`src/rtl/if_fetch_unit.sv`:
```
// Instruction fetch unit: walks a PC through a combinational instruction ROM and
// buffers {pc, inst} pairs in a small FIFO for the decode stage.
module if_fetch_unit #(
  parameter logic [31:0] RESET_PC    = 32'h00000000,
  parameter int          QUEUE_DEPTH = 2
) (
  input  logic        clk,
  input  logic        rst,
  input  logic        stall_i,
  input  logic        branch_flag_i,
  input  logic [31:0] branch_target_i,
  output logic        rom_ce_o,
  output logic [31:0] rom_addr_o,
  input  logic [31:0] rom_inst_i,
  output logic        id_valid_o,
  output logic [31:0] id_pc_o,
  output logic [31:0] id_inst_o,
  input  logic        id_ready_i
);

  localparam int PTR_W = $clog2(QUEUE_DEPTH);
  localparam int CNT_W = PTR_W + 1;

  // Handshake: the head entry moves downstream on a cycle where id_valid_o and
  // id_ready_i are both high and the unit is neither stalled nor redirecting.

  logic [31:0]      pc;
  logic [PTR_W-1:0] head;
  logic [PTR_W-1:0] tail;
  logic [CNT_W-1:0] count;
  logic [31:0]      pc_mem   [QUEUE_DEPTH];
  logic [31:0]      inst_mem [QUEUE_DEPTH];

  logic full;
  logic pop;
  logic push;

  // Chip enable follows reset directly so the first fetch lands in the first
  // cycle after reset is released.
  assign rom_ce_o   = rst;
  assign rom_addr_o = pc;

  assign full = (count == CNT_W'(QUEUE_DEPTH));
  assign pop  = id_valid_o && id_ready_i && !stall_i && !branch_flag_i;
  assign push = rom_ce_o && !stall_i && !branch_flag_i && (!full || pop);

  always_ff @(posedge clk) begin
    if (!rst) begin
      pc    <= RESET_PC;
      head  <= '0;
      tail  <= '0;
      count <= '0;
    end else if (branch_flag_i) begin
      pc    <= {branch_target_i[31:2], 2'b00};
      head  <= '0;
      tail  <= '0;
      count <= '0;
    end else begin
      if (push) begin
        tail <= tail + PTR_W'(1);
        pc   <= pc + 32'd4;
      end
      if (pop) begin
        head <= head + PTR_W'(1);
      end
      if (push && !pop) begin
        count <= count + CNT_W'(1);
      end else if (pop && !push) begin
        count <= count - CNT_W'(1);
      end
    end
  end

  // Storage carries no reset; only the pointers decide which entries are live.
  always_ff @(posedge clk) begin
    if (rst && push) begin
      pc_mem[tail]   <= pc;
      inst_mem[tail] <= rom_inst_i;
    end
  end

  assign id_valid_o = (count != '0);
  assign id_pc_o    = id_valid_o ? pc_mem[head]   : 32'h0;
  assign id_inst_o  = id_valid_o ? inst_mem[head] : 32'h0;

endmodule

```
`config.mk`:
```
export PLATFORM = sky130hd
export DESIGN_NAME = if_fetch_unit
export DESIGN_NICKNAME = d
export VERILOG_FILES = /design/src/rtl/if_fetch_unit.sv
export SDC_FILE = /design/constraint.sdc
export NUM_CORES = 1
export LEC_CHECK = 0
export BUFFER_PORTS_ARGS = -buffer_cell sky130_fd_sc_hd__buf_2
export CAP_MARGIN = 15
export CORE_MARGIN = 2
export CORE_UTILIZATION = 53
export CTS_CLUSTER_DIAMETER = 120
export DETAILED_ROUTE_END_ITERATION = 10
export GPL_ROUTABILITY_DRIVEN = 1
export PLACE_DENSITY = 0.8
export SYNTH_ARGS = -nofsm -noshare
export SYNTH_HDL_FRONTEND = slang
export SYNTH_SLANG_ARGS = --single-unit
```
`constraint.sdc`:
```
create_clock -name clk -period 7.79 [get_ports clk]
set_clock_uncertainty 0.15 [all_clocks]
set_input_delay 1.558 -clock clk [delete_from_list [all_inputs] [get_ports clk]]
set_output_delay 1.558 -clock clk [all_outputs]
set_load 0.01 [all_outputs]
```
==> key figures <==
Final layout
  • Final design area excluding fillers: 0.00824 mm^2
  • Top library cells by usage in the layout, fill and taps aside: 160 x buf_2, 124 x edfxtp_1, 80 x nor2_1
  • Area added between synthesis and finish: 23.1%
  • Layout filler cell count: 943
  • Final Non-Filler Cells: 868
  • Layout cells sized above 1: 0.300
  • Most common cell after layout, fill and taps aside: buf_2
  • Ant. Diodes: 0
  • Nets@finish: 754

Placed design
  • Placer congestion estimate: 0.834
  • Buffers added on ports: 160
  • Detailed Place HPWL: 9.32 mm
  • Number of placed instances, taps included: 835
  • Instance area after placement: 0.00762 mm^2

Clocking
  • Count of hold buffers inserted by post-cts repair: 0
  • Clock transition at path regs: 60 ps
  • Insertion delay of the later-clocked pin in the worst-skew pair: 410 ps
  • # H-tree levels: 4
  • Number of clock sinks: 159
  • Number of post-CTS setup repair buffers: 0
  • Number of buffers added by the clock tree synthesis step: 17
  • CTS max path bufs: 2
  • Clock tree from TritonCTS: done
  • Post-cts gate resize count: 0
  • CTS Root Cell: clkbuf_16

Synth
  • Post-synthesis area per instance: 12.6 um^2
  • Synth Cell Area: 0.00669 mm^2
  • Cell variety after synth: 49
  • Dominant synthesized flop cell: edfxtp_1
  • Share of async-settable or async-resettable flops after synthesis: 0
  • Count of warnings emitted by yosys: 0
  • Number of flops mapped to enable cells by yosys: 124
  • Post-synthesis cell count: 530
  • Number of storage elements in the synthesis netlist: 159
  • Fraction of the yosys area taken by sequential cells: 0.661

Worst setup path
  • Critical path data arrival time: 4760 ps
  • Required time of the critical path: 7730 ps
  • Delay of the slowest cell on the worst path: 700 ps
  • Buffers & Inverters on Critical Path: 4
  • Cell breakdown of the critical path: buf_2 > nand2b_4 > or3_1 > buf_4 > clkinv_1 > and2_2 > buf_4
  • Slowest cell on the critical path: buf_2
  • Type of the worst setup path: primary input to flop
  • Startpoint type of the worst setup path: primary input
  • Cell repeated most along the worst path: buf_4
  • Critical Path Fanout Max: 55
  • Setup crit end kind: flop
  • Cell family with most CP delay: buffers and inverters

Power and ir drop
  • Cell leakage power: 3.07 nW
  • Overall power after layout: 0.00190 W
  • Maximum VDD drop: 133 uV
  • PwrDens: 230 mW/mm^2

Drt
  • Detailed-route vias per instance: 5.52
  • Routed len/inst: 16.7 um
  • Drt initial violations: 461
  • Number of nets with antenna violations after detailed routing: 0
  • Drc violations: 0
  • First-pass DRT Iterations: 6
  • Detailed Route WL: 14.5 mm
  • Vias: 4789

Global route
  • Layer with the highest usage after global routing: met2
  • Remaining Overflow, GRT: 0
  • Vias in the first global route: 4409
  • Met2 track demand over resource: 0.335
  • Number of antenna violations at the first check in global routing: 0
  • Pin count of the biggest net entering global routing: 63
  • Global-route usage over all layers: 0.210
  • First-pass GRT wire length: 21.8 mm
  • Global routing met1 resource utilization: 0.287
  • Routing usage on met3: 0.0540

STA
  • Worst hold-check slack: 364 ps
  • Worst slew pin tran: 1100 ps
  • Time the worst path needs with I/O delays and setup: 4830 ps
  • Relative slew slack: 0.267
  • Final Hold Vio Count: 0
  • Setup TNS after final layout: 0 ps
  • Crit share post-route: 0.620
  • Unrepaired setup endpoints after global routing: no
  • Final setup violating endpoints: 0
  • Final count of pins violating max slew: 0
  • Fmax: 207 MHz

Die
  • I/O pins: 167
  • Initial Utilization: 0.537
  • Vertical die dimension: 116 um
  • Die area: 0.0135 mm^2
  • Horizontal extent of the die: 116 um
  • Placeable core area: 0.0125 mm^2
  • Number of core rows: 41

Status
  • Status: complete, no violations

Worst hold path
  • Worst Hold Class: flop to flop

Run
  • Number of violations of the max-capacitance limit: 0
## flip-flops by register name (all words and copies together), names as in the netlist, named ones only
signal      count
rom_addr_o     30
pc_mem         60
head            1
tail            1
count           2
inst_mem       64
## layout make-up
class	count	area (um^2)	share of cell area
clock buffer	21	470	0.0571
clock inverter	11	131	0.0159
inverter	6	22.5	0.00273
multi-input combinational	332	2110	0.256
sequential	159	4430	0.537
tap	172	215	0.0261
timing repair buffer	167	866	0.105
## cells by family after synthesis
group,share of synthesized area
buffers and inverters,0.0280
multiplexers,0.0978
AND/OR/NAND/NOR,0.128
adder cells (fa/ha/maj),0.00374
other,0.000560
XOR/XNOR,0.0209
AO/OA/AOI/OAI,0.0602
flip-flops,0.661
## through the flow
step                utilization  setup slack (ps)
finish                    0.661              2960
CTS                       0.660              3060
floorplan                     -              1830
detailed placement        0.611              2650
global placement          0.611              2760
global route              0.661              2780
## worst min-delay path, delay by kind of cell, from the launching register on
kind,cells,cell delay (ps)
and+or+nand+nor,1,70
DFF,1,320
xor gates and xnor gates,1,80
## path summary, 6_finish.rpt
check	cells after the start	slack [ps]	end	startpoint
min	2	360	head	head
min reg2reg	2	360	head	head
max	7	2960	inst_mem[1][19]	branch_flag_i
max reg2reg	6	4400	inst_mem[1][19]	count[1]
## cells in the mapped netlist, types with 3 or more instances
cell,n,area [um^2]
a32oi_1,4,35.0
a22oi_1,8,60.1
o22ai_1,7,43.8
nand4_1,12,75.1
edfxtp_1,124,3720
nand2_1,29,109
nand2b_1,4,25.0
or3_1,5,31.3
dfxtp_1,35,701
a21oi_1,13,65.1
nand3_1,19,95.1
a31oi_1,8,50.1
xnor2_1,3,26.3
buf_2,3,15.0
nor3_1,5,25.0
buf_1,4,15.0
mux2_2,3,33.8
inv_1,5,18.8
nor2b_1,9,56.3
clkbuf_1,23,86.3
o211ai_1,3,22.5
mux2i_1,62,621
xor2_1,13,114
nor2_1,82,308
and3_1,3,18.8
buf_4,5,37.5
o21ai_0,12,60.1
## layer usage
metal  wire length, um  up-vias  part of all wire
met5                 0        -                 0
met1              6290     2300              0.43
met3              1200       14             0.082
li1                  -     2255                 -
met2              6890      220              0.47
met4               153        0             0.011
## report_power, final
part	total, W	switching (W)	internal [W]
logic	0.000113	0.0000659	0.0000472
registers	0.000961	0.0000238	0.000938
clock network	0.000822	0.000321	0.000501
(Power assumes the default switching activity.)
